--- config.mk ---
export PLATFORM = sky130hd
export DESIGN_NAME = alu_op_scheduler_flat
export DESIGN_NICKNAME = d
export VERILOG_FILES = /design/src/rtl/alu_sched_pkg.sv /design/src/rtl/alu_op_scheduler_if.sv /design/src/rtl/alu_op_scheduler_rr_arbiter.sv /design/src/rtl/alu_op_scheduler.sv /design/src/flat_wrapper.sv
export SDC_FILE = /design/constraint.sdc
export NUM_CORES = 1
export LEC_CHECK = 0
export ABC_AREA = 1
export BUFFER_PORTS_ARGS = -buffer_cell sky130_fd_sc_hd__buf_4
export CAP_MARGIN = 10
export CORE_AREA = 8 8 215 217
export DETAILED_ROUTE_END_ITERATION = 16
export DIE_AREA = 0 0 223 225
export GPL_TIMING_DRIVEN = 0
export SYNTH_ARGS = -nofsm -noshare
export SYNTH_HDL_FRONTEND = slang
export SYNTH_HIERARCHICAL = 1
export SYNTH_SLANG_ARGS = --single-unit
--- constraint.sdc ---
create_clock -name wb_clk_i -period 6.5 [get_ports wb_clk_i]
set_input_delay 0.975 -clock wb_clk_i [delete_from_list [all_inputs] [get_ports wb_clk_i]]
set_output_delay 0.975 -clock wb_clk_i [all_outputs]
set_load 0.05 [all_outputs]
--- src/rtl/alu_sched_pkg.sv ---
// Shared types and constants for the ALU op scheduler.
// Widths, FSM state encoding and the response bundle.
package alu_sched_pkg;

  localparam int OP_W     = 4;
  localparam int DATA_W   = 64;
  localparam int FLAG_W   = 4;
  localparam int ID_MAX_W = 2;
  localparam int ERR_W    = 16;

  typedef enum logic [2:0] {
    S_IDLE,
    S_ISSUE,
    S_WAIT,
    S_CAPTURE,
    S_RESP
  } state_e;

  // id is sized for up to 4 requesters; the top truncates it.
  typedef struct packed {
    logic [ID_MAX_W-1:0] id;
    logic [DATA_W-1:0]   result;
    logic [3*FLAG_W-1:0] flags;
    logic                illegal;
  } rsp_t;

endpackage

--- src/rtl/alu_op_scheduler_if.sv ---
// Request, ALU and response signals of the scheduler.
// slave: scheduler side; master: requesters/ALU/consumer side.
interface alu_op_scheduler_if
  import alu_sched_pkg::*;
#(
  parameter int NUM_REQ = 2,
  parameter int ID_W    = 1
) ();

  logic [NUM_REQ-1:0]        req_valid_i;
  logic [NUM_REQ-1:0]        req_ready_o;
  logic [OP_W*NUM_REQ-1:0]   req_op_i;
  logic [DATA_W*NUM_REQ-1:0] req_a_i;
  logic [DATA_W*NUM_REQ-1:0] req_b_i;
  logic [OP_W-1:0]           alu_op_o;
  logic [DATA_W-1:0]         alu_a_o;
  logic [DATA_W-1:0]         alu_b_o;
  logic [DATA_W-1:0]         alu_result_i;
  logic [FLAG_W-1:0]         alu_exc_i;
  logic [FLAG_W-1:0]         alu_ovf_i;
  logic [FLAG_W-1:0]         alu_unf_i;
  logic                      rsp_valid_o;
  logic                      rsp_ready_i;
  logic [ID_W-1:0]           rsp_id_o;
  logic [DATA_W-1:0]         rsp_result_o;
  logic [3*FLAG_W-1:0]       rsp_flags_o;
  logic                      rsp_illegal_o;
  logic                      busy_o;
  logic [ERR_W-1:0]          err_cnt_o;

  modport slave (
    input  req_valid_i, req_op_i, req_a_i, req_b_i,
    input  alu_result_i, alu_exc_i, alu_ovf_i, alu_unf_i,
    input  rsp_ready_i,
    output req_ready_o, alu_op_o, alu_a_o, alu_b_o,
    output rsp_valid_o, rsp_id_o, rsp_result_o,
    output rsp_flags_o, rsp_illegal_o, busy_o, err_cnt_o
  );

  modport master (
    output req_valid_i, req_op_i, req_a_i, req_b_i,
    output alu_result_i, alu_exc_i, alu_ovf_i, alu_unf_i,
    output rsp_ready_i,
    input  req_ready_o, alu_op_o, alu_a_o, alu_b_o,
    input  rsp_valid_o, rsp_id_o, rsp_result_o,
    input  rsp_flags_o, rsp_illegal_o, busy_o, err_cnt_o
  );

endinterface

--- src/rtl/alu_op_scheduler_rr_arbiter.sv ---
// Round-robin arbiter: one-hot grant, priority after last winner.
// Ports: clk_i, rst_ni (sync, active-low), req_i, adv_i, gnt_o.
module rr_arbiter #(
  parameter int NUM_REQ = 2
) (
  input  logic               clk_i,
  input  logic               rst_ni,
  input  logic [NUM_REQ-1:0] req_i,
  input  logic               adv_i,
  output logic [NUM_REQ-1:0] gnt_o
);

  localparam int PW = $clog2(NUM_REQ);

  logic [PW-1:0] ptr_q, ptr_d;

  // Scan from lowest to highest priority so the last hit wins.
  always_comb begin
    gnt_o = '0;
    ptr_d = ptr_q;
    for (int i = NUM_REQ - 1; i >= 0; i--) begin
      if (req_i[(int'(ptr_q) + i) % NUM_REQ]) begin
        gnt_o = '0;
        gnt_o[(int'(ptr_q) + i) % NUM_REQ] = 1'b1;
        ptr_d = PW'(((int'(ptr_q) + i) % NUM_REQ + 1) % NUM_REQ);
      end
    end
  end

  always_ff @(posedge clk_i) begin
    if (!rst_ni) begin
      ptr_q <= '0;
    end else if (adv_i) begin
      ptr_q <= ptr_d;
    end
  end

endmodule

--- src/rtl/alu_op_scheduler.sv ---
// Sequences requests onto one shared ALU, one op in flight.
// Ports: wb_clk_i, wb_rst_ni (sync, active-low), bus (slave).
module alu_op_scheduler
  import alu_sched_pkg::*;
#(
  parameter int NUM_REQ = 2,
  parameter int ID_W    = 1,
  parameter int ALU_LAT = 2,
  parameter int NUM_OPS = 10
) (
  input  logic             wb_clk_i,
  input  logic             wb_rst_ni,
  alu_op_scheduler_if.slave bus
);

  state_e              state_q, state_d;
  logic [3:0]          cnt_q, cnt_d;
  logic [OP_W-1:0]     op_q, op_d;
  logic [DATA_W-1:0]   a_q, a_d;
  logic [DATA_W-1:0]   b_q, b_d;
  logic [ID_MAX_W-1:0] id_q, id_d;
  rsp_t                rsp_q, rsp_d;
  logic [ERR_W-1:0]    err_q, err_d;

  logic                idle;
  logic                hs;
  logic                flagged;
  logic [NUM_REQ-1:0]  req;
  logic [NUM_REQ-1:0]  gnt;
  logic [OP_W-1:0]     sel_op;
  logic [DATA_W-1:0]   sel_a;
  logic [DATA_W-1:0]   sel_b;
  logic [ID_MAX_W-1:0] sel_id;

  assign idle    = (state_q == S_IDLE);
  assign req     = bus.req_valid_i & {NUM_REQ{idle}};
  assign hs      = |gnt;
  assign flagged = (|rsp_q.flags) | rsp_q.illegal;

  rr_arbiter #(.NUM_REQ(NUM_REQ)) u_arb (
    .clk_i  (wb_clk_i),
    .rst_ni (wb_rst_ni),
    .req_i  (req),
    .adv_i  (hs),
    .gnt_o  (gnt)
  );

  always_comb begin
    sel_op = '0;
    sel_a  = '0;
    sel_b  = '0;
    sel_id = '0;
    for (int k = 0; k < NUM_REQ; k++) begin
      if (gnt[k]) begin
        sel_op = bus.req_op_i[OP_W*k +: OP_W];
        sel_a  = bus.req_a_i[DATA_W*k +: DATA_W];
        sel_b  = bus.req_b_i[DATA_W*k +: DATA_W];
        sel_id = ID_MAX_W'(k);
      end
    end
  end

  // ALU regs load at the handshake so inputs change at T+1;
  // ISSUE counts as the first settle cycle.
  always_comb begin
    state_d = state_q;
    cnt_d   = cnt_q;
    op_d    = op_q;
    a_d     = a_q;
    b_d     = b_q;
    id_d    = id_q;
    rsp_d   = rsp_q;
    err_d   = err_q;
    unique case (state_q)
      S_IDLE: begin
        if (hs) begin
          if (int'(sel_op) >= NUM_OPS) begin
            rsp_d   = '{id: sel_id, result: '0,
                        flags: '0, illegal: 1'b1};
            state_d = S_RESP;
          end else begin
            op_d    = sel_op;
            a_d     = sel_a;
            b_d     = sel_b;
            id_d    = sel_id;
            state_d = S_ISSUE;
          end
        end
      end
      S_ISSUE: begin
        cnt_d   = 4'd1;
        state_d = (ALU_LAT == 1) ? S_CAPTURE : S_WAIT;
      end
      S_WAIT: begin
        cnt_d = cnt_q + 4'd1;
        if (cnt_q == 4'(ALU_LAT - 1)) state_d = S_CAPTURE;
      end
      S_CAPTURE: begin
        rsp_d   = '{id: id_q, result: bus.alu_result_i,
                    flags: {bus.alu_exc_i, bus.alu_ovf_i,
                            bus.alu_unf_i},
                    illegal: 1'b0};
        state_d = S_RESP;
      end
      S_RESP: begin
        if (bus.rsp_ready_i) begin
          state_d = S_IDLE;
          if (flagged && (err_q != '1)) err_d = err_q + 1'b1;
        end
      end
      default: state_d = S_IDLE;
    endcase
  end

  always_ff @(posedge wb_clk_i) begin
    if (!wb_rst_ni) begin
      state_q <= S_IDLE;
      cnt_q   <= '0;
      op_q    <= '0;
      a_q     <= '0;
      b_q     <= '0;
      id_q    <= '0;
      rsp_q   <= '0;
      err_q   <= '0;
    end else begin
      state_q <= state_d;
      cnt_q   <= cnt_d;
      op_q    <= op_d;
      a_q     <= a_d;
      b_q     <= b_d;
      id_q    <= id_d;
      rsp_q   <= rsp_d;
      err_q   <= err_d;
    end
  end

  assign bus.req_ready_o   = gnt;
  assign bus.alu_op_o      = op_q;
  assign bus.alu_a_o       = a_q;
  assign bus.alu_b_o       = b_q;
  assign bus.rsp_valid_o   = (state_q == S_RESP);
  assign bus.rsp_id_o      = ID_W'(rsp_q.id);
  assign bus.rsp_result_o  = rsp_q.result;
  assign bus.rsp_flags_o   = rsp_q.flags;
  assign bus.rsp_illegal_o = rsp_q.illegal;
  assign bus.busy_o        = !idle;
  assign bus.err_cnt_o     = err_q;

endmodule

--- src/flat_wrapper.sv ---
// flat-port wrapper written by rule: the top's interface ports become plain ports
module alu_op_scheduler_flat import alu_sched_pkg::*;
#(
  parameter int NUM_REQ = 2,
  parameter int ID_W    = 1,
  parameter int ALU_LAT = 2,
  parameter int NUM_OPS = 10
)
  (wb_clk_i, wb_rst_ni, bus_req_valid_i, bus_req_op_i, bus_req_a_i, bus_req_b_i, bus_alu_result_i, bus_alu_exc_i, bus_alu_ovf_i, bus_alu_unf_i, bus_rsp_ready_i, bus_req_ready_o, bus_alu_op_o, bus_alu_a_o, bus_alu_b_o, bus_rsp_valid_o, bus_rsp_id_o, bus_rsp_result_o, bus_rsp_flags_o, bus_rsp_illegal_o, bus_busy_o, bus_err_cnt_o);
  alu_op_scheduler_if #(.NUM_REQ(NUM_REQ), .ID_W(ID_W)) bus_i ();
  input  logic wb_clk_i;
  input  logic wb_rst_ni;
  input wire logic [$bits(bus_i.req_valid_i)-1:0] bus_req_valid_i;
  input wire logic [$bits(bus_i.req_op_i)-1:0] bus_req_op_i;
  input wire logic [$bits(bus_i.req_a_i)-1:0] bus_req_a_i;
  input wire logic [$bits(bus_i.req_b_i)-1:0] bus_req_b_i;
  input wire logic [$bits(bus_i.alu_result_i)-1:0] bus_alu_result_i;
  input wire logic [$bits(bus_i.alu_exc_i)-1:0] bus_alu_exc_i;
  input wire logic [$bits(bus_i.alu_ovf_i)-1:0] bus_alu_ovf_i;
  input wire logic [$bits(bus_i.alu_unf_i)-1:0] bus_alu_unf_i;
  input wire logic [$bits(bus_i.rsp_ready_i)-1:0] bus_rsp_ready_i;
  output wire logic [$bits(bus_i.req_ready_o)-1:0] bus_req_ready_o;
  output wire logic [$bits(bus_i.alu_op_o)-1:0] bus_alu_op_o;
  output wire logic [$bits(bus_i.alu_a_o)-1:0] bus_alu_a_o;
  output wire logic [$bits(bus_i.alu_b_o)-1:0] bus_alu_b_o;
  output wire logic [$bits(bus_i.rsp_valid_o)-1:0] bus_rsp_valid_o;
  output wire logic [$bits(bus_i.rsp_id_o)-1:0] bus_rsp_id_o;
  output wire logic [$bits(bus_i.rsp_result_o)-1:0] bus_rsp_result_o;
  output wire logic [$bits(bus_i.rsp_flags_o)-1:0] bus_rsp_flags_o;
  output wire logic [$bits(bus_i.rsp_illegal_o)-1:0] bus_rsp_illegal_o;
  output wire logic [$bits(bus_i.busy_o)-1:0] bus_busy_o;
  output wire logic [$bits(bus_i.err_cnt_o)-1:0] bus_err_cnt_o;
  assign bus_i.req_valid_i = bus_req_valid_i;
  assign bus_i.req_op_i = bus_req_op_i;
  assign bus_i.req_a_i = bus_req_a_i;
  assign bus_i.req_b_i = bus_req_b_i;
  assign bus_i.alu_result_i = bus_alu_result_i;
  assign bus_i.alu_exc_i = bus_alu_exc_i;
  assign bus_i.alu_ovf_i = bus_alu_ovf_i;
  assign bus_i.alu_unf_i = bus_alu_unf_i;
  assign bus_i.rsp_ready_i = bus_rsp_ready_i;
  assign bus_req_ready_o = bus_i.req_ready_o;
  assign bus_alu_op_o = bus_i.alu_op_o;
  assign bus_alu_a_o = bus_i.alu_a_o;
  assign bus_alu_b_o = bus_i.alu_b_o;
  assign bus_rsp_valid_o = bus_i.rsp_valid_o;
  assign bus_rsp_id_o = bus_i.rsp_id_o;
  assign bus_rsp_result_o = bus_i.rsp_result_o;
  assign bus_rsp_flags_o = bus_i.rsp_flags_o;
  assign bus_rsp_illegal_o = bus_i.rsp_illegal_o;
  assign bus_busy_o = bus_i.busy_o;
  assign bus_err_cnt_o = bus_i.err_cnt_o;
  alu_op_scheduler #(.NUM_REQ(NUM_REQ), .ID_W(ID_W), .ALU_LAT(ALU_LAT), .NUM_OPS(NUM_OPS)) u_core (.wb_clk_i(wb_clk_i), .wb_rst_ni(wb_rst_ni), .bus(bus_i));
endmodule
==> summary.txt <==
Critical path
  • Worst Setup Start Kind: flip-flop
  • Reg2reg setup slack: 1.48 ns
  • RR Endpoint: u_core/bus.alu_b_o[49]
  • Buffers plus inverters on the worst setup path: 7
  • Crit path cell chain: inv_1, nand2_1, nor2_1, buf_2, buf_2, inv_1, nor2_1, a21boi_0, inv_2, nand2_2, buf_1, buf_1, nand4_1, nand2_1, nor2_1
  • CP max-delay cell: a21boi_0
  • Max incr delay on CP: 0.90 ns
  • Critical Path Fanout Max: 10
  • Reg2reg start: u_core/state_q[1]
  • Critical path's most frequent cell: nor2_1
  • WP data required: 6.95 ns
  • Crit path max-delay family: buffers and inverters
  • Worst setup EP type: flip-flop
  • Critical setup path kind: flip-flop to flip-flop
  • WP data arrival: 5.46 ns
  • Cells on worst reg2reg path: 15

Detailed routing
  • DRT antenna net count: 0
  • DR iter-0 viols: 897
  • Via-to-Cell Ratio: 4.64
  • Final wirelength: 52,700 um
  • Vias: 13,600
  • DR DRC count: 0
  • Routed len/inst: 18.0 um
  • DRT Pass-1 Iters: 5

Timing
  • Final worst setup slack: 1.48 ns
  • Slew headroom: 25.5%
  • Period utilization: 77.2%
  • Fin Setup TNS: 0 ns
  • RSZ-0062 raised after global routing: false
  • Period minus WS final: 5.02 ns
  • Fin. max-slew vios: 0
  • Setup violators final: 0
  • Hold slack: 0.445 ns
  • Final Hold Viols: 0
  • Skew final: 0.0126 ns
  • Fmax: 199 MHz
  • Worst-Margin Slew: 1.11 ns

Yosys
  • Simple-gate share of the synthesized area: 31.0%
  • Cell taking the most area after synthesis: dfxtp_1
  • Synthesized area per cell: 6.66 sq um
  • Synth Area in XOR/XNOR: 0.599%
  • Mapped Area: 0.0117 sq mm
  • Yosys Warn Count: 6
  • Area fraction of the dominant cell type after synthesis: 40.2%
  • Syn nets: 2,105
  • Post-synthesis compound-gate area fraction: 13.2%
  • Seq/Total Area, Yosys: 40.2%
  • Dominant cells by area after synthesis: dfxtp_1, nand2_1, a22oi_1
  • Seq cells post-synth: 235
  • Mux share of post-synthesis cell area: 0%
  • Post-Synth Adder-Cell Area: 0.321%
  • Mapped Cells: 1,757
  • Largest family of logic cells by synthesized area: simple AND/OR/NAND/NOR gates
  • Yosys cell types: 30

Clocking
  • H-tree levels: 1
  • Inserted Clock Buffers: 29
  • Clk slew on worst S/H paths: 0.06 ns
  • Worst skew pair latency: 0.56 ns
  • CTS Buffer Depth: 3
  • Root Driver: clkbuf_16
  • CTS resizes: 0
  • Postcts setup bufs: 0
  • CTS tree: done
  • Hold_buf cts: 0
  • Clock sinks: 235

Place
  • Dpl ws: 1.36 ns
  • Dpl cells: 2,877
  • Routability congestion estimate: 0.907
  • Detail Placement HPWL: 41,700 um
  • DP Area: 0.0167 sq mm
  • PortBufs: 574

Floorplan
  • # IOs: 575
  • FP Rows: 76
  • Starting Density: 27.4%
  • Die extent in y: 225 um
  • Die area: 0.0502 sq mm
  • Core area: 0.0427 sq mm
  • Die width: 223 um

Layout
  • Ratio of cells with drive above 1 in the final layout: 30.4%
  • Area grow syn2layout: 50.5%
  • Fin cells: 2,930
  • Most common cell after layout, fill and taps aside: buf_4
  • Final-stage net count: 2,710
  • Commonest cells after routing, fill and taps aside: buf_4, nand2_1, dfxtp_1
  • Cell area after layout: 0.0176 sq mm

GRT
  • Initial antenna violation count: 2
  • Largest net degree at the start of global routing: 15
  • GRT Total Usage: 19.4%
  • GRT overflow: 0
  • First-pass GRT wire length: 77,400 um
  • Vias in the first global route: 13,400

Outcome
  • Status: completed

Job
  • Max cap viols: 0

Min path
  • Hold_sp: u_core/bus.alu_op_o[3]
  • Hold Path Depth: 2
  • Worst Hold End: u_core/bus.alu_op_o[3]
  • Hold Crit Class: flip-flop to flip-flop

Power and ir drop
  • Power density cells: 535 mW/mm^2
  • Static leakage: 0.00862 uW
  • Peak supply drop: 0.000339 V
-- per-stage QoR --
step           power (uW)  utilization [%]
6_report             9420             41.2
3_5_place_dp         7920             39.1
3_3_place_gp         7860             39.1
4_1_cts              9530             41.2
5_1_grt             10100             41.2
2_1_floorplan        6080                -
-- cell type report --
| cell class | count | area (sq um) |
|---|---|---|
| Clock buffer | 42 | 855 |
| Fill cell | 4451 | 25100 |
| Antenna cell | 2 | 5.00 |
| Sequential cell | 235 | 4700 |
| Buffer | 137 | 602 |
| Timing Repair Buffer | 574 | 4310 |
| Clock inverter | 9 | 55.1 |
| Multi-Input combinational cell | 1089 | 5280 |
| Tap cell | 546 | 683 |
| Inverter | 296 | 1110 |
-- power breakdown --
group	switching [uW]	internal, uW	leakage, uW
Clock	639	906	0.000459
Combinational	4030	1710	0.00624
Sequential	243	1890	0.00192
-- flip-flops by register name, summed over array words and instances, names as in the netlist --
signal,count
u_core/bus.alu_a_o,64
u_core/bus.alu_b_o,64
u_core/bus.alu_op_o,4
u_core/bus.err_cnt_o,16
u_core/bus.rsp_flags_o,12
u_core/bus.rsp_id_o,1
u_core/bus.rsp_illegal_o,1
u_core/bus.rsp_result_o,64
u_core/cnt_q,4
u_core/id_q,1
u_core/state_q,3
u_core/u_arb/ptr_q,1
-- synth_stat cells, drive strengths merged --
| master | instances |
|---|---|
| nand3b | 2 |
| clkinv | 1 |
| xnor2 | 4 |
| clkbuf | 79 |
| nor3 | 3 |
| dfxtp | 235 |
| a21boi | 2 |
| or2 | 2 |
| o211ai | 1 |
| o21ai | 8 |
| nand2 | 428 |
| nor2 | 172 |
| nand4 | 137 |
| inv | 295 |
| o21a | 1 |
| buf | 58 |
| ha | 3 |
| a21oi | 99 |
| nand3 | 93 |
| xor2 | 4 |
| a22oi | 130 |
-- worst reg2reg max path: stages (launching register included) --
cell and delay (ns):
dfxtp_1 0.31, inv_1 0.08, nand2_1 0.08, nor2_1 0.28, buf_2 0.40, buf_2 0.42
inv_1 0.23, nor2_1 0.21, a21boi_0 0.90, inv_2 0.13, nand2_2 0.33, buf_1 0.69
buf_1 0.42, nand4_1 0.26, nand2_1 0.13, nor2_1 0.05
-- worst max path at each step --
stage / to / cells past startpoint / start / slack, ns
finish: u_core/bus.alu_b_o[49] / 15 / u_core/state_q[1] / 1.48
global route: u_core/bus.alu_a_o[2] / 18 / u_core/state_q[0] / 1.10
CTS: u_core/bus.alu_a_o[2] / 18 / u_core/state_q[1] / 1.33
detailed placement: u_core/bus.alu_a_o[0] / 18 / u_core/state_q[1] / 1.36
global placement: u_core/bus.alu_a_o[1] / 18 / u_core/state_q[1] / 1.40
floorplan: u_core/bus.alu_a_o[54] / 19 / u_core/state_q[1] / 2.52
-- cell families after synthesis --
logic type | count (synthesis)
AO/OA/AOI/OAI | 241
XOR/XNOR | 8
adder cells (fa/ha/maj) | 3
buffers and inverters | 433
flip-flops | 235
AND/OR/NAND/NOR | 837
-- layer usage --
layer,vias to the layer above,part of all wire [%],global-route usage [%],routed length (um)
met5,-,0,0,0
met4,0,3.8,6.97,2010
met3,94,8.4,6.19,4400
met2,541,48,33.8,25100
met1,6112,40,22.2,21100
li1,6856,-,-,-
Note: power is estimated with default switching activity, not from simulation.
